File: config.mk
export PLATFORM = sky130hd
export DESIGN_NAME = addition_stage5_flat
export DESIGN_NICKNAME = d
export VERILOG_FILES = /design/src/rtl/addition_stage5_if.sv /design/src/rtl/addition_stage5.sv /design/src/flat_wrapper.sv
export SDC_FILE = /design/constraint.sdc
export NUM_CORES = 1
export LEC_CHECK = 0
export ABC_CLOCK_PERIOD_IN_PS = 3200
export CAP_MARGIN = 20
export CORE_MARGIN = 4
export CORE_UTILIZATION = 30
export DETAILED_ROUTE_END_ITERATION = 12
export PLACE_DENSITY_LB_ADDON = 0.12
export SKIP_CTS_REPAIR_TIMING = 1
export SYNTH_ARGS = -nofsm -noshare
export SYNTH_HDL_FRONTEND = slang
export SYNTH_SLANG_ARGS = --single-unit
File: constraint.sdc
create_clock -name clk -period 3.2 [get_ports clk]
set_clock_uncertainty 0.2 [all_clocks]
set_input_delay 0.32 -clock clk [delete_from_list [all_inputs] [get_ports clk]]
set_output_delay 0.32 -clock clk [all_outputs]
set_load 0.005 [all_outputs]
File: src/rtl/addition_stage5_if.sv
// Handshake and data bundle between the normalization stage, the rounding stage
// and the writeback consumer. The slave view belongs to the rounding stage.
interface addition_stage5_if #(
   parameter int MENT_WIDTH = 23,
   parameter int EXPO_WIDTH = 8
);
   logic                             valid_in;
   logic                             ready_out;
   logic                             sign_in;
   logic [MENT_WIDTH-1:0]            normalized_mentissa_in;
   logic [EXPO_WIDTH-1:0]            normalized_exponent_in;
   logic [2:0]                       grs_in;
   logic [1:0]                       rm_in;
   logic                             valid_out;
   logic                             ready_in;
   logic [EXPO_WIDTH+MENT_WIDTH:0]   result_out;
   logic                             inexact_out;
   logic                             overflow_out;

   modport slave (
      input  valid_in, sign_in, normalized_mentissa_in, normalized_exponent_in,
             grs_in, rm_in, ready_in,
      output ready_out, valid_out, result_out, inexact_out, overflow_out
   );

   modport master (
      output valid_in, sign_in, normalized_mentissa_in, normalized_exponent_in,
             grs_in, rm_in, ready_in,
      input  ready_out, valid_out, result_out, inexact_out, overflow_out
   );
endinterface

File: src/rtl/addition_stage5.sv
// FP adder rounding stage: applies the rounding mode to a normalized fraction,
// renormalizes on carry-out and saturates on exponent overflow. Two-deep stallable pipe.
module addition_stage5 #(
   parameter int MENT_WIDTH = 23,
   parameter int EXPO_WIDTH = 8
) (
   input logic              clk,
   input logic              rst,
   addition_stage5_if.slave bus
);
   typedef enum logic [1:0] {
      RM_RNE = 2'b00,
      RM_RTZ = 2'b01,
      RM_RUP = 2'b10,
      RM_RDN = 2'b11
   } round_mode_t;

   localparam logic [EXPO_WIDTH-1:0] EXP_MAX = {EXPO_WIDTH{1'b1}};
   localparam logic [EXPO_WIDTH-1:0] EXP_TOP = {{(EXPO_WIDTH-1){1'b1}}, 1'b0};

   round_mode_t           rm;
   logic                  adv;
   logic                  guard_bit, round_bit, sticky_bit, any_grs;
   logic                  near_inc, inc, to_inf_next;
   logic [MENT_WIDTH:0]   sum_next;
   logic                  inexact_next, ovf_next;

   logic                  a_valid, a_sign, a_inexact, a_ovf, a_to_inf;
   logic [EXPO_WIDTH-1:0] a_exp;
   logic [MENT_WIDTH:0]   a_sum;

   logic [EXPO_WIDTH-1:0] b_exp;
   logic [MENT_WIDTH-1:0] b_frac;
   logic                  b_inexact, b_ovf;

   logic                            valid_q, inexact_q, overflow_q;
   logic [EXPO_WIDTH+MENT_WIDTH:0]  result_q;

   assign rm  = round_mode_t'(bus.rm_in);
   assign adv = !valid_q || bus.ready_in;
   assign {guard_bit, round_bit, sticky_bit} = bus.grs_in;
   assign any_grs = |bus.grs_in;

   // Overflow is flagged when either the selected mode or round-to-nearest would
   // carry past the top finite exponent; the mode then picks infinity or max-finite.
   always_comb begin
      near_inc     = guard_bit && (round_bit || sticky_bit || bus.normalized_mentissa_in[0]);
      inc          = 1'b0;
      to_inf_next  = 1'b0;
      case (rm)
         RM_RNE: begin inc = near_inc;                 to_inf_next = 1'b1;          end
         RM_RTZ: begin inc = 1'b0;                     to_inf_next = 1'b0;          end
         RM_RUP: begin inc = !bus.sign_in && any_grs;  to_inf_next = !bus.sign_in;  end
         RM_RDN: begin inc = bus.sign_in && any_grs;   to_inf_next = bus.sign_in;   end
         default: begin inc = 1'b0;                    to_inf_next = 1'b0;          end
      endcase
      sum_next     = {1'b0, bus.normalized_mentissa_in} + {{MENT_WIDTH{1'b0}}, inc};
      inexact_next = any_grs;
      ovf_next     = (bus.normalized_exponent_in == EXP_TOP) &&
                     (&bus.normalized_mentissa_in) && (inc || near_inc);
      if (bus.normalized_exponent_in == EXP_MAX) begin
         sum_next     = {1'b0, bus.normalized_mentissa_in};
         inexact_next = 1'b0;
         ovf_next     = 1'b0;
      end else if (bus.normalized_exponent_in == '0) begin
         sum_next     = '0;
         inexact_next = any_grs || (|bus.normalized_mentissa_in);
         ovf_next     = 1'b0;
      end
   end

   always_ff @(posedge clk or posedge rst) begin
      if (rst) begin
         a_valid   <= 1'b0;
         a_sign    <= 1'b0;
         a_exp     <= '0;
         a_sum     <= '0;
         a_inexact <= 1'b0;
         a_ovf     <= 1'b0;
         a_to_inf  <= 1'b0;
      end else if (adv) begin
         a_valid   <= bus.valid_in;
         a_sign    <= bus.sign_in;
         a_exp     <= bus.normalized_exponent_in;
         a_sum     <= sum_next;
         a_inexact <= inexact_next;
         a_ovf     <= ovf_next;
         a_to_inf  <= to_inf_next;
      end
   end

   always_comb begin
      b_exp     = a_exp;
      b_frac    = a_sum[MENT_WIDTH-1:0];
      b_inexact = a_inexact;
      b_ovf     = 1'b0;
      if (a_ovf) begin
         b_ovf     = 1'b1;
         b_inexact = 1'b1;
         b_exp     = a_to_inf ? EXP_MAX : EXP_TOP;
         b_frac    = a_to_inf ? '0 : '1;
      end else if (a_sum[MENT_WIDTH]) begin
         b_frac = '0;
         b_exp  = a_exp + 1'b1;
      end
      if (!a_valid) begin
         b_inexact = 1'b0;
         b_ovf     = 1'b0;
      end
   end

   always_ff @(posedge clk or posedge rst) begin
      if (rst) begin
         valid_q    <= 1'b0;
         result_q   <= '0;
         inexact_q  <= 1'b0;
         overflow_q <= 1'b0;
      end else if (adv) begin
         valid_q    <= a_valid;
         result_q   <= {a_sign, b_exp, b_frac};
         inexact_q  <= b_inexact;
         overflow_q <= b_ovf;
      end
   end

   assign bus.ready_out    = adv;
   assign bus.valid_out    = valid_q;
   assign bus.result_out   = result_q;
   assign bus.inexact_out  = inexact_q;
   assign bus.overflow_out = overflow_q;
endmodule

File: src/flat_wrapper.sv
// flat-port wrapper written by rule: the top's interface ports become plain ports
module addition_stage5_flat 
#(
   parameter int MENT_WIDTH = 23,
   parameter int EXPO_WIDTH = 8
)
  (clk, rst, bus_valid_in, bus_sign_in, bus_normalized_mentissa_in, bus_normalized_exponent_in, bus_grs_in, bus_rm_in, bus_ready_in, bus_ready_out, bus_valid_out, bus_result_out, bus_inexact_out, bus_overflow_out);
  addition_stage5_if #(.MENT_WIDTH(MENT_WIDTH), .EXPO_WIDTH(EXPO_WIDTH)) bus_i ();
  input logic clk;
  input logic rst;
  input wire logic [$bits(bus_i.valid_in)-1:0] bus_valid_in;
  input wire logic [$bits(bus_i.sign_in)-1:0] bus_sign_in;
  input wire logic [$bits(bus_i.normalized_mentissa_in)-1:0] bus_normalized_mentissa_in;
  input wire logic [$bits(bus_i.normalized_exponent_in)-1:0] bus_normalized_exponent_in;
  input wire logic [$bits(bus_i.grs_in)-1:0] bus_grs_in;
  input wire logic [$bits(bus_i.rm_in)-1:0] bus_rm_in;
  input wire logic [$bits(bus_i.ready_in)-1:0] bus_ready_in;
  output wire logic [$bits(bus_i.ready_out)-1:0] bus_ready_out;
  output wire logic [$bits(bus_i.valid_out)-1:0] bus_valid_out;
  output wire logic [$bits(bus_i.result_out)-1:0] bus_result_out;
  output wire logic [$bits(bus_i.inexact_out)-1:0] bus_inexact_out;
  output wire logic [$bits(bus_i.overflow_out)-1:0] bus_overflow_out;
  assign bus_i.valid_in = bus_valid_in;
  assign bus_i.sign_in = bus_sign_in;
  assign bus_i.normalized_mentissa_in = bus_normalized_mentissa_in;
  assign bus_i.normalized_exponent_in = bus_normalized_exponent_in;
  assign bus_i.grs_in = bus_grs_in;
  assign bus_i.rm_in = bus_rm_in;
  assign bus_i.ready_in = bus_ready_in;
  assign bus_ready_out = bus_i.ready_out;
  assign bus_valid_out = bus_i.valid_out;
  assign bus_result_out = bus_i.result_out;
  assign bus_inexact_out = bus_i.inexact_out;
  assign bus_overflow_out = bus_i.overflow_out;
  addition_stage5 #(.MENT_WIDTH(MENT_WIDTH), .EXPO_WIDTH(EXPO_WIDTH)) u_core (.clk(clk), .rst(rst), .bus(bus_i));
endmodule
* After elaboration in Yosys (flattened, before gate mapping)
Cells that the tools add are included.
** Word-level totals
- Register bits :: 72
- Bits of input ports :: 41
- Output and inout port bits :: 36
** Cells by class
- Multiplexer cells :: 18
- Equal/unequal tests :: 5
- Reduce and logical (&&, ||, !) cells :: 17
- $add $sub $neg :: 2
** Operators with widths (count)
- 23-bit two-way mux :: 3
- 24-bit two-way mux :: 2
- 23-bit by 1-bit adder with 24-bit output :: 1
- 23-bit AND reduction :: 1
- 23-bit OR reduction :: 1
- 8-bit == test (second input constant) :: 2
- 8-bit two-way mux :: 2
- 1-bit two-way mux :: 9
- 8-bit by 1-bit adder with 8-bit output (second input constant) :: 1
- 8-bit zero test :: 1
- 1-bit one-hot mux with 4 select lines :: 2
- 1-bit logical AND :: 5
- 1-bit logical OR :: 5
- 2-bit == test (second input constant) :: 2
- 3-bit OR reduction :: 1
- 2-bit by 1-bit == test with 1-bit output (second input constant) :: 1
- 1-bit zero test :: 2
- 2-bit zero test :: 1

* Longest topological paths before layout
- Depth after elaboration :: 8
- Mapped depth :: 10
- Gate-level depth less buffers :: 9

* Worst setup path before layout
OpenSTA, ideal clock, no wires.
- Path type :: input-to-reg
- From :: input port bus_normalized_mentissa_in[0]
- To :: register u_core.a_sum[18]
- Cell stages on the path :: 10
- Arrival :: 1839 ps
- Required time :: 2864 ps
- Path slack :: 1025 ps
- Path buffers :: 1
- Path through :: or3_1 nor2_1 nor3_1 ha_1 ha_1 o21ai_0 buf_2 nor3_1 xnor2_1 o21ai_0
** Between the ends
- Cells in the longest elaborated chain, start to end :: 6
** RTL lines
- start, declared :: line flat_wrapper.sv:13 : input wire logic [$bits(bus_i.normalized_mentissa_in)-1:0] bus_normalized_mentissa_in;
- 1-bit logical OR :: line addition_stage5.sv:47 : near_inc = guard_bit && (round_bit || sticky_bit || bus.normalized_mentissa_in[0]);
- 1-bit logical AND :: line addition_stage5.sv:47
- 1-bit one-hot mux with 4 select lines :: line addition_stage5.sv:50 : case (rm)
- 23-bit by 1-bit adder with 24-bit output (*) :: line addition_stage5.sv:57 : sum_next = {1'b0, bus.normalized_mentissa_in} + {{MENT_WIDTH{1'b0}}, inc};
- 24-bit two-way mux (*) :: line addition_stage5.sv:65 : end else if (bus.normalized_exponent_in == '0) begin
- 24-bit two-way mux (*) :: line addition_stage5.sv:61 : if (bus.normalized_exponent_in == EXP_MAX) begin
- end signal, assigned :: line addition_stage5.sv:85 : a_sum <= sum_next;
- end, declared :: line addition_stage5.sv:30 : logic [MENT_WIDTH:0] a_sum;
Mark *: on every way between the ends. The rest lies on a longest branch, timed or not.
A chain may end at the register's enable or synchronous reset.

* Final worst setup path
Ends and elaborated chain as after synthesis.

==> flow_metrics.py <==
metrics = {
    "status": {
        "status": "completed",
    },
    "global_route": {
        "grt_use_total": 0.151,
        "grt_pass1_vias": 3023,
        "grt.overflow.total": 0,
        "grt_pass1_wl_um": 15800,
        "grt_max_degree": 47,
        "antenna_found_initial": 0,
    },
    "setup_path": {
        "r2r_start": "u_core.bus.valid_out",
        "required_ps": 3170,
        "cp_slowest_cell": "clkdlybuf4s50_1",
        "crit_type": "input pin to flop",
        "path_cells": "clkdlybuf4s50_1 > or3_1 > nor2_1 > nor3_1 > ha_1 > ha_1 > o21ai_1 > buf_4 > nor3_1 > xnor2_1 > o21ai_0",
        "crit_path_end_kind": "flop",
        "cp_max_fo": 11,
        "r2r_end": "u_core.bus.result_out[2]",
        "max_stage_delay_ps": 510,
        "cp_top_family": "buffers and inverters",
        "worstSetupStartpointType": "input pin",
        "worstPathArrival_ps": 2470,
        "critPathBufInv": 2,
        "r2r_cells": 5,
        "rrSetupSlack_ps": 1000,
    },
    "synthesis": {
        "netlist-cell-type-count": 40,
        "synth-seq-cells": 72,
        "avgSynthCellArea_um2": 8.74,
        "syn_area_um2": 3570,
        "ys_async_sr_fraction": 1.00,
        "synth_edf_count": 0,
        "synth_commonest_cells": "nand2_1 (76), dfrtp_1 (72), nor2_1 (69)",
        "syn_nets": 452,
        "synth_seq_area_share": 0.505,
        "synthFlopType": "dfrtp_1",
        "yosys_warnings": 0,
        "synthesis.instances": 408,
        "synth_top_cell_by_area": "dfrtp_1",
        "yosys.cell_count.top_type": "nand2_1",
        "synth_top_area_frac": 0.505,
        "synthTopCellsByArea": "dfrtp_1 (51%), nand2_1 (8.0%), nor2_1 (7.3%)",
    },
    "pwr": {
        "total_power_uw": 2650,
        "ir_drop_mv": 0.226,
        "power.switching_uw": 712,
        "pwr-share-comb": 0.208,
        "intPower_uw": 1940,
        "swShare": 0.269,
        "power.density_nw_per_um2": 556,
        "clockPowerShare": 0.360,
        "p_leak_uw": 0.00193,
        "power_frac_seq": 0.433,
    },
    "layout": {
        "num-nets-final": 524,
        "num_antenna_cells": 0,
        "area_delta_synth_final_pct": 33.6,
        "fin_area_um2": 4770,
        "layout-drive-gt1-share": 0.0763,
    },
    "floorplanning": {
        "die-height_um": 117,
        "core_um2": 11500,
        "die_area_um2": 13700,
        "start_util": 0.310,
        "io_pins": 77,
        "fp.dieW_um": 117,
        "fp-row-count": 39,
    },
    "clocking": {
        "cts_root_buf": "clkbuf_16",
        "cts_made_buffers": 9,
        "cts_buffer_depth": 2,
        "cts.clk_slew.worst_paths_ps": 60,
        "cts-htree-levels": 3,
        "cts_tree": "done",
        "clkSinkCount": 72,
        "clk_latency_ps": 330,
    },
    "place": {
        "numPortBuffers": 76,
        "placed_cell_area_um2": 4480,
        "gp_congestion": 0.816,
        "hpwl_um": 6840,
    },
    "timing": {
        "finalHoldViolCount": 0,
        "finalSetupTns_ps": 0,
        "period_share": 0.779,
        "final.min_clock_period_ps": 2490,
        "relSlewSlack": 0.456,
        "finalSetupViolCount": 0,
        "clock.fmax_mhz": 401,
        "rsz0062_at_grt": "no",
        "slew_viol_final": 0,
        "tightest_slew_ps": 814,
    },
    "drt": {
        "wl_per_cell_um": 15.3,
        "drtIter0Drc": 118,
        "ant_nets": 0,
        "vias": 3004,
        "drc": 0,
        "firstDrtPassIters": 4,
        "routed_wl_um": 9600,
        "vias_per_cell": 4.78,
    },
    "worst_hold_path": {
        "hold_path_class": "input pin to asynchronous set/reset pin",
    },
    "run": {
        "maxCapViolations": 0,
    },
}
-- through the flow --
stage | setup slack [ps] | hold WS [ps] | utilization | cells
global route | 557 | 280 | 0.414 | 628
global placement | 464 | 257 | 0.389 | 612
detailed placement | 396 | 262 | 0.389 | 612
CTS | 717 | 221 | 0.414 | 628
finish | 706 | 197 | 0.414 | 628
floorplan | 855 | 232 | - | 408
-- state kept, by name, summed over array words and instances, names as in the netlist --
name,cells
u_core.bus.result_out,32
u_core.a_sum,24
u_core.a_exp,8
u_core.a_inexact,1
u_core.a_ovf,1
u_core.a_sign,1
u_core.a_to_inf,1
u_core.a_valid,1
u_core.bus.inexact_out,1
u_core.bus.overflow_out,1
u_core.bus.valid_out,1
-- how the worst max path moves through the flow --
stage	to	slack (ps)	startpoint	depth (start not counted)
floorplan	u_core.a_exp[0]	860	rst	1
global placement	u_core.a_sum[18]	460	bus_normalized_mentissa_in[0]	11
detailed placement	u_core.a_sum[18]	400	bus_normalized_mentissa_in[0]	11
CTS	u_core.a_sum[18]	720	bus_normalized_mentissa_in[0]	11
global route	u_core.a_sum[18]	560	bus_normalized_mentissa_in[0]	11
finish	u_core.a_sum[18]	710	bus_normalized_mentissa_in[0]	11
-- layout by cell type, fill, tap and decap left out, types with 2 or more instances in the layout --
cell type / count
nand2_1: 76
clkdlybuf4s50_1: 76
dfrtp_1: 72
nor2_1: 69
a21oi_1: 29
xnor2_1: 25
o21ai_0: 18
nand3_1: 15
o21ai_1: 10
nor4_1: 9
clkbuf_16: 9
nor3_1: 8
nand4_1: 8
inv_1: 6
buf_4: 6
nor3_2: 5
a31oi_1: 4
xor2_1: 4
and4_1: 3
ha_1: 3
clkbuf_8: 3
clkinv_2: 3
inv_2: 2
nand2b_1: 2
nor3_4: 2
-- kinds of logic (layout without fill, tap and decap cells) --
logic type / count (synthesis) / count (layout) / share of synthesized area
buf+inv: 30 / 107 / 0.0358
fa+ha+maj: 3 / 3 / 0.0105
xor+xnor: 29 / 29 / 0.0712
mux: 1 / 1 / 0.00281
simple gates: 204 / 204 / 0.269
flops: 72 / 72 / 0.505
compound gates: 69 / 69 / 0.105
-- cell type report --
type                            instances  area [µm²]
Fill cell                            1201        6750
Sequential cell                        72        1800
Multi-Input combinational cell        306        1650
Timing Repair Buffer                   83         826
Clock buffer                           13         270
Tap cell                              143         179
Inverter                                8        30.0
Clock inverter                          3        15.0
-- power groups by stage --
stage / sequential, µW / clock [µW] / combinational, µW
2_1_floorplan: 1150 / 0 / 234
3_3_place_gp: 1160 / 0 / 555
3_5_place_dp: 1160 / 0 / 561
4_1_cts: 1150 / 983 / 563
5_1_grt: 1170 / 1020 / 617
6_report: 1150 / 952 / 550
-- layer usage --
layer / wire (µm) / track usage
met1: 4820 / 0.212
met2: 4250 / 0.230
met3: 339 / 0.0252
met4: 178 / 0.0619
met5: 0 / 0
(Power assumes the default switching activity.)
